File: src/rtl/digit_scan_ctrl.sv
// digit_scan_ctrl
// Time-multiplexed scan controller for a 4-digit seven-segment display.
// Each digit slot lasts DIV cycles: BLANK cycles with the decoder disabled to
// suppress ghosting, then DIV-BLANK cycles with the digit visible. Display
// data is double-buffered (pending/active) and swapped only at a frame
// boundary, so a frame never shows a mix of old and new nibbles.
module digit_scan_ctrl #(
  parameter int DIV   = 50000,
  parameter int BLANK = 1000
) (
  input  logic        clk,
  input  logic        rst,
  input  logic        run,
  input  logic [1:0]  num_dig,
  input  logic        load,
  input  logic [15:0] din,
  output logic [1:0]  select,
  output logic        en,
  output logic [3:0]  digit,
  output logic        frame_done
);

  localparam int CW = $clog2(DIV);

  typedef enum logic [1:0] {
    S_IDLE  = 2'd0,
    S_BLANK = 2'd1,
    S_SHOW  = 2'd2
  } state_t;

  // Last prescaler value of a slot and of its blanking phase.
  localparam logic [CW-1:0] SLOT_LAST  = CW'(DIV - 1);
  localparam logic [CW-1:0] BLANK_LAST = CW'(BLANK - 1);
  // With no blanking gap a slot starts directly in the visible phase.
  localparam state_t SLOT_START = (BLANK == 0) ? S_SHOW : S_BLANK;

  state_t         state_r;
  state_t         state_s;
  logic [CW-1:0]  pres_r;
  logic [CW-1:0]  pres_s;
  logic [1:0]     select_s;
  logic [1:0]     next_sel_s;
  logic [15:0]    pending_r;
  logic [15:0]    active_r;
  logic [15:0]    active_s;
  logic           frame_done_s;

  // Pick the nibble belonging to one digit index out of a 16-bit buffer.
  function automatic logic [3:0] nibble_of(input logic [15:0] data, input logic [1:0] idx);
    logic [3:0] nib;
    case (idx)
      2'd0:    nib = data[3:0];
      2'd1:    nib = data[7:4];
      2'd2:    nib = data[11:8];
      2'd3:    nib = data[15:12];
      default: nib = 4'd0;
    endcase
    return nib;
  endfunction

  // Digit that follows the current one; wraps after the highest active digit.
  always_comb begin
    next_sel_s = 2'd0;
    if (select >= num_dig) begin
      next_sel_s = 2'd0;
    end else begin
      next_sel_s = select + 2'd1;
    end
  end

  // Next-state logic: slot timing, digit advance and the frame-boundary swap.
  always_comb begin
    state_s      = state_r;
    pres_s       = pres_r;
    select_s     = select;
    active_s     = active_r;
    frame_done_s = 1'b0;
    case (state_r)
      S_IDLE: begin
        pres_s   = {CW{1'b0}};
        select_s = 2'd0;
        if (run) begin
          state_s  = SLOT_START;
          active_s = pending_r;
        end else begin
          state_s  = S_IDLE;
        end
      end
      S_BLANK: begin
        if (!run) begin
          state_s  = S_IDLE;
          pres_s   = {CW{1'b0}};
          select_s = 2'd0;
        end else begin
          pres_s = pres_r + CW'(1);
          if ((BLANK != 0) && (pres_r == BLANK_LAST)) begin
            state_s = S_SHOW;
          end else begin
            state_s = S_BLANK;
          end
        end
      end
      S_SHOW: begin
        if (!run) begin
          state_s  = S_IDLE;
          pres_s   = {CW{1'b0}};
          select_s = 2'd0;
        end else if (pres_r == SLOT_LAST) begin
          state_s  = SLOT_START;
          pres_s   = {CW{1'b0}};
          select_s = next_sel_s;
          if (next_sel_s == 2'd0) begin
            frame_done_s = 1'b1;
            active_s     = pending_r;
          end else begin
            frame_done_s = 1'b0;
          end
        end else begin
          pres_s = pres_r + CW'(1);
        end
      end
      default: begin
        state_s  = S_IDLE;
        pres_s   = {CW{1'b0}};
        select_s = 2'd0;
      end
    endcase
  end

  // State, buffers and registered outputs; reset overrides everything.
  always_ff @(posedge clk) begin
    if (rst) begin
      state_r    <= S_IDLE;
      pres_r     <= {CW{1'b0}};
      pending_r  <= 16'h0000;
      active_r   <= 16'h0000;
      select     <= 2'd0;
      en         <= 1'b0;
      digit      <= 4'd0;
      frame_done <= 1'b0;
    end else begin
      state_r    <= state_s;
      pres_r     <= pres_s;
      active_r   <= active_s;
      select     <= select_s;
      en         <= (state_s == S_SHOW);
      digit      <= nibble_of(active_s, select_s);
      frame_done <= frame_done_s;
      if (load) begin
        pending_r <= din;
      end else begin
        pending_r <= pending_r;
      end
    end
  end

endmodule

File: config.mk
export PLATFORM = sky130hd
export DESIGN_NAME = digit_scan_ctrl
export DESIGN_NICKNAME = d
export VERILOG_FILES = /design/src/rtl/digit_scan_ctrl.sv
export SDC_FILE = /design/constraint.sdc
export NUM_CORES = 1
export LEC_CHECK = 0
export ABC_AREA = 1
export BUFFER_PORTS_ARGS = -buffer_cell sky130_fd_sc_hd__buf_2
export CORE_UTILIZATION = 59
export CTS_BUF_LIST = sky130_fd_sc_hd__clkbuf_16
export DETAILED_ROUTE_END_ITERATION = 10
export GPL_TIMING_DRIVEN = 1
export PLACE_DENSITY_LB_ADDON = 0.15
export SYNTH_ARGS = -nofsm -noshare
export SYNTH_HDL_FRONTEND = slang
export SYNTH_SLANG_ARGS = --single-unit
export TNS_END_PERCENT = 50
File: constraint.sdc
create_clock -name clk -period 2.25 [get_ports clk]
set_clock_uncertainty 0.1 [all_clocks]
set_input_delay 0.1125 -clock clk [delete_from_list [all_inputs] [get_ports clk]]
set_output_delay 0.1125 -clock clk [all_outputs]
set_load 0.01 [all_outputs]
==> impl_metrics.py, run 1 <==
metrics = {
    "outcome": {
        "outcome": "completed",
    },
    "pwr": {
        "power.density_mw_per_mm2": 706,
        "p_leak_nw": 1.57,
        "p_sw_share_pct": 23.1,
        "pwr-share-clk_pct": 50.4,
        "switchingPower_mw": 0.598,
        "p_seq_share_pct": 41.9,
        "peakVddDrop_v": 0.000532,
        "power.internal_mw": 1.99,
        "p_comb_share_pct": 7.8,
    },
    "drt": {
        "post_drt_wl_per_cell_microns": 13.2,
        "antenna_left": 0,
        "dr.pass1.iters": 5,
        "vias_per_cell": 5.25,
        "wl_microns": 7210,
        "drc": 0,
        "routed-via-count": 2878,
        "first_iter_violations": 310,
    },
    "worst_setup_path": {
        "cp.buffers_inverters": 4,
        "cpMaxStageDelayCell": "dfxtp_1",
        "cp-end-kind": "flop",
        "cp.arrival_ns": 2.31,
        "startpoint_type": "flop",
        "critical_path_class": "reg2reg",
        "path_common_cell": "nand2_1",
        "crit_chain": "inv_1 -> ha_1 -> inv_1 -> nand2_1 -> nand2_1 -> nand3_1 -> buf_4 -> o21ai_2 -> nand2_2 -> nand2_2 -> inv_1 -> nand2_1 -> nand2_1 -> nor2_2",
        "slowest_delay_ns": 0.32,
        "cp_max_fo": 5,
        "cp_top_family": "simple AND/OR/NAND/NOR gates",
        "critPathRequiredTime_ns": 2.41,
    },
    "synth": {
        "syn_avg_cell_area_sq_um": 7.05,
        "syn_area_sq_mm": 0.00298,
        "synthFlopType": "dfxtp_1",
        "synth_fp_nets": 451,
        "synth-edff-count": 0,
        "yosys_warnings": 0,
        "synthCells": 422,
        "ys_ff_latch": 58,
        "synthDistinctLibCells": 32,
        "ys_async_sr_fraction_pct": 0,
        "synth_seq_area_share_pct": 39.0,
    },
    "global_routing": {
        "grt_max_degree": 28,
        "antenna_found_initial": 0,
        "grt_pass1_vias": 2715,
        "grt_usage_pct": 28.9,
        "grt_overflow": 0,
        "grt_pass1_wl_microns": 11800,
    },
    "clock_network": {
        "post_cts_buffers": 0,
        "numCtsBuffers": 9,
        "root_buffer": "clkbuf_16",
        "cts_max_path_buffers": 2,
        "htreeDepth": 3,
        "path_clk_slew_ns": 0.05,
        "cts_sinks": 58,
        "insertion_delay_ns": 0.32,
        "cts_tree": "done",
    },
    "placed_design": {
        "place_inst": 517,
        "dp_hpwl_microns": 4600,
        "finalWeightedCongestion": 0.839,
        "portBuffers": 29,
    },
    "floorplan": {
        "die_h_microns": 73.0,
        "die_w_microns": 73.0,
        "ioPinCount": 30,
        "rows": 25,
        "coreArea_sq_mm": 0.00479,
        "start_util_pct": 62.2,
        "fp.dieArea_sq_mm": 0.00533,
    },
    "sta": {
        "slew_violations": 0,
        "hold_viol_final": 0,
        "fin_crit_sh_pct": 95.6,
        "worstMarginPinSlew_ns": 0.579,
        "relSlewSlack_pct": 61.3,
        "finalSetupViolCount": 0,
        "fin_tns_setup_ns": 0,
        "fmax_ghz": 0.465,
        "period_needed_ns": 2.15,
    },
    "finish": {
        "final_nets": 505,
        "layoutNonFillerInstCount": 548,
        "diodes": 0,
        "syn_to_final_growth_pct": 23.3,
        "drive_gt1_share_pct": 18.7,
    },
    "flow_run": {
        "max_cap_violations": 0,
    },
    "worst_hold_path": {
        "hold_class": "in2reg",
    },
}
==> flip-flops by register name, summed over array words and instances, names as in the netlist <==
name and count:
frame_done 1, state_r 2, select 2, pres_r 16, digit 4, pending_r 16, active_r 16, en 1
==> layout make-up <==
class	instances	area [sq um]
fillers	368	1120
clock buffers	9	225
clock inverters	7	60.1
well taps	67	83.8
flip-flops and latches	58	1160
inverters	56	210
repair buffers	55	388
multi-input cells	296	1540
==> power by group through the flow <==
stage	registers, mW	clock network [mW]	logic (mW)
2_1_floorplan	1.10	0	0.121
3_3_place_gp	1.10	0	0.167
3_5_place_dp	1.10	0	0.172
4_1_cts	1.08	1.31	0.196
5_1_grt	1.09	1.36	0.223
6_report	1.08	1.30	0.201
==> tightest hold or removal path, cell delays in order <==
cell	delay, ns
buf_2	0.08
o21ai_0	0.09
a21oi_1	0.11
==> cell usage in the layout, fill, tap and decap left out, types with 8 or more instances in the layout <==
cell and instances:
nor2_2 9, inv_1 52, dlygate4sd3_1 14, nand3_1 19, buf_2 29, dfxtp_1 58, a22oi_1 11, nand2_2 8
nor2_1 55, nand2_1 91, o21ai_0 19, buf_4 11, a21oi_1 28, clkbuf_16 9
==> stage by stage <==
step | hold slack, ns | area (sq um) | util, % | worst slack, ns | total power [mW]
after floorplan | 0.0816 | 2980 | - | 0.131 | 1.22
after global placement | 0.236 | 3200 | 66.8 | 0.161 | 1.27
after detailed placement | 0.254 | 3200 | 66.8 | 0.114 | 1.28
after CTS | 0.0134 | 3630 | 75.8 | 0.0818 | 2.59
after global routing | 0.0385 | 3670 | 76.7 | -0.00400 | 2.67
final | 0.0103 | 3670 | 76.7 | 0.0995 | 2.59
==> logic make-up (layout without fill, tap and decap cells) <==
family / count (synthesis) / in the layout / share of synthesized area, %
compound gates: 74 / 74 / 14.5
flops: 58 / 58 / 39.0
fa+ha+maj: 7 / 7 / 2.94
buf+inv: 69 / 127 / 10.8
simple gates: 205 / 206 / 30.1
xor+xnor: 9 / 9 / 2.65
==> cells in the mapped netlist, types with 4 or more instances <==
| cell | number | area, sq um |
|---|---|---|
| nand2_1 | 92 | 345 |
| inv_1 | 54 | 203 |
| buf_6 | 4 | 45.0 |
| o22ai_1 | 4 | 25.0 |
| nand3_1 | 20 | 100 |
| a22oi_1 | 11 | 82.6 |
| o21ai_1 | 4 | 20.0 |
| xor2_1 | 6 | 52.6 |
| o21ai_2 | 5 | 43.8 |
| a21oi_1 | 28 | 140 |
| and2_1 | 6 | 37.5 |
| nand2_2 | 7 | 43.8 |
| clkbuf_1 | 5 | 18.8 |
| nor2_1 | 60 | 225 |
| o21ai_0 | 19 | 95.1 |
| dfxtp_1 | 58 | 1160 |
| nor2_2 | 6 | 37.5 |
| ha_1 | 7 | 87.6 |
==> timing repair <==
action                                  CTS  global route
hold endpoints to repair                 13             0
endpoints found under the setup margin    1             6
hold buffers                             14             0
pin swaps                                 0             2
gates resized for setup                   1            13
gates cloned                              0             1
==> worst paths after layout <==
check	from	endpoint	slack, ns	cells past startpoint
setup / recovery	select[0]	digit[3]	0.1	14
hold / removal	din[11]	pending_r[11]	0.01	3
setup reg to reg	select[0]	digit[3]	0.1	14
hold reg to reg	pres_r[0]	pres_r[0]	0.35	1
==> metal layers <==
metal  share of wire (%)  global-route usage [%]  up-vias
met2                  47                    48.9       94
met4                 1.4                    9.15        0
met1                  45                    36.1     1315
met3                 6.1                    6.77       13
met5                   0                       0        -
li1                    -                       -     1456
Power figures use the tool's default switching activity.
==> run 2: changes to the inputs <==
==> constraint.sdc (replaced) <==
create_clock -name clk -period 2.25 [get_ports clk]
set_clock_uncertainty 0.1 [all_clocks]
set_input_delay 0 -clock clk [delete_from_list [all_inputs] [get_ports clk]]
set_output_delay 0 -clock clk [all_outputs]
set_load 0.01 [all_outputs]
==> run 2 against run 1 <==
Non-clock buffer count grew 6. Die area is the same. Final area grew 3.6%. Highest routed layer unchanged. Global-route usage increased by 0.61 points. Total power up 14%. Worst hold slack gained 0.029 ns.
==> impl_metrics.py, run 2 (synthesis gave the netlist of run 1 again) <==
metrics = {
    "finish": {
        "num-fill-cells": 328,
        "final_area_sq_mm": 0.00380,
        "diodes": 0,
        "mostFrequentLayoutCells": "nand2_1, dfxtp_1, nor2_1",
        "layoutNonFillerInstCount": 554,
        "syn_to_final_growth_pct": 27.7,
        "reg.largest.list": "active_r x16, pending_r x16, pres_r x16",
        "final_common_cell": "nand2_1",
        "drive_gt1_share_pct": 19.5,
        "final_nets": 511,
    },
    "pwr": {
        "peakVddDrop_v": 0.000714,
        "p_leak_nw": 1.63,
        "power.density_mw_per_mm2": 774,
    },
    "global_routing": {
        "grt_pass1_vias": 2758,
        "met3_usage_pct": 6.22,
        "grt_pass1_wl_microns": 11900,
        "grt_usage_pct": 29.5,
        "grt_overflow": 0,
        "grt_max_degree": 28,
        "met1_usage_pct": 35.5,
        "grtUsageMet2_pct": 48.5,
        "antenna_found_initial": 0,
        "busiest_layer": "met2",
    },
    "worst_setup_path": {
        "cp-end-kind": "flop",
        "critical_path_class": "reg2reg",
        "rr_startpoint": "pres_r[12]",
        "cp-startpoint": "pres_r[12]",
        "startpoint_type": "flop",
        "critPathRequiredTime_ns": 2.41,
        "cp_max_fo": 5,
        "cp.arrival_ns": 2.26,
    },
    "clock_network": {
        "cts_max_path_buffers": 2,
        "cts_sinks": 58,
        "htreeDepth": 3,
        "cts_tree": "done",
        "path_clk_slew_ns": 0.05,
        "root_buffer": "clkbuf_16",
        "numCtsBuffers": 9,
        "insertion_delay_ns": 0.33,
    },
    "drt": {
        "antenna_left": 0,
        "post_drt_wl_per_cell_microns": 13.1,
        "drc": 0,
        "routed-via-count": 2938,
        "wl_microns": 7290,
        "dr.pass1.iters": 7,
        "first_iter_violations": 247,
        "vias_per_cell": 5.30,
    },
    "placed_design": {
        "postPlaceCellArea_sq_mm": 0.00320,
        "finalWeightedCongestion": 0.836,
        "dp_hpwl_microns": 4590,
        "place_inst": 517,
        "portBuffers": 29,
    },
    "sta": {
        "relSlewSlack_pct": 70.5,
        "hold_viol_final": 0,
        "period_needed_ns": 2.09,
        "fin_crit_sh_pct": 93.0,
        "finalSetupViolCount": 0,
        "slew_violations": 0,
        "whs_ns": 0.0390,
        "fmax_ghz": 0.478,
        "worstMarginPinSlew_ns": 0.441,
    },
    "floorplan": {
        "die_h_microns": 73.0,
        "die_w_microns": 73.0,
        "rows": 25,
        "ioPinCount": 30,
        "coreArea_sq_mm": 0.00479,
        "fp.dieArea_sq_mm": 0.00533,
        "start_util_pct": 62.2,
    },
    "flow_run": {
        "max_cap_violations": 0,
    },
    "worst_hold_path": {
        "hold_class": "in2reg",
        "hp-start": "run",
    },
    "outcome": {
        "outcome": "completed",
    },
}
-- run 2: changes by cell type in the layout (fill, tap and decap cells not counted), moves of 2 or more --
cell,delta
clkinv_2,-2
buf_4,+2
nor2_1,-2
nor2_2,+2
dlygate4sd3_1,+4
bufinv_16,+3
-- run 2: critical path, stage by stage (launching register included) --
cell     delay [ns]
dfxtp_1        0.33
nor2_1         0.23
nand2_1        0.14
nor2_4         0.18
nand3_1        0.19
o21ai_2        0.27
nand2_2        0.11
nand2_2        0.15
inv_2          0.08
nand2_1        0.07
nand2_1        0.07
nor2_2         0.12
-- run 2: what timing repair did --
item | in CTS | in global routing
buffers inserted | 0 | 2
endpoints found under the hold margin | 28 | 0
resized for setup | 0 | 17
hold buffers | 18 | 0
endpoints found under the setup margin | 0 | 8
-- run 2: layout make-up --
class	instances	area (sq um)	share of cell area [%]
multi-input cells	296	1550	40.7
flip-flops and latches	58	1160	30.6
repair buffers	61	443	11.7
clock buffers	9	225	5.93
inverters	56	210	5.53
clock inverters	7	131	3.46
well taps	67	83.8	2.21
-- run 2: worst paths after layout --
kind                            cells past startpoint         end  slack, ns
worst max-delay path                               11    digit[3]       0.16
worst min-delay path                                5  state_r[0]       0.04
worst max register to register                     11    digit[3]       0.16
worst min register to register                      1   pres_r[0]       0.35
-- run 2: routing by layer --
| layer | wire, microns | vias to the layer above |
|---|---|---|
| met5 | 0 | - |
| met4 | 199 | 0 |
| met3 | 454 | 24 |
| met2 | 3390 | 131 |
| met1 | 3240 | 1313 |
| li1 | - | 1470 |
-- run 2: per-stage QoR --
step | utilization [%] | power (mW) | setup TNS (ns) | setup WS (ns)
global route | 79.4 | 3.01 | -0.0647 | -0.0489
CTS | 78.0 | 2.94 | 0 | 0.0754
finish | 79.4 | 2.94 | 0 | 0.156
detailed placement | 66.8 | 1.28 | 0 | 0.127
global placement | 66.8 | 1.27 | 0 | 0.158
floorplan | - | 1.22 | 0 | 0.131
-- run 2: power breakdown --
| group | switching, mW | internal (mW) |
|---|---|---|
| combinational | 0.117 | 0.0883 |
| clock | 0.470 | 1.18 |
| sequential | 0.0187 | 1.07 |
| total | 0.606 | 2.33 |
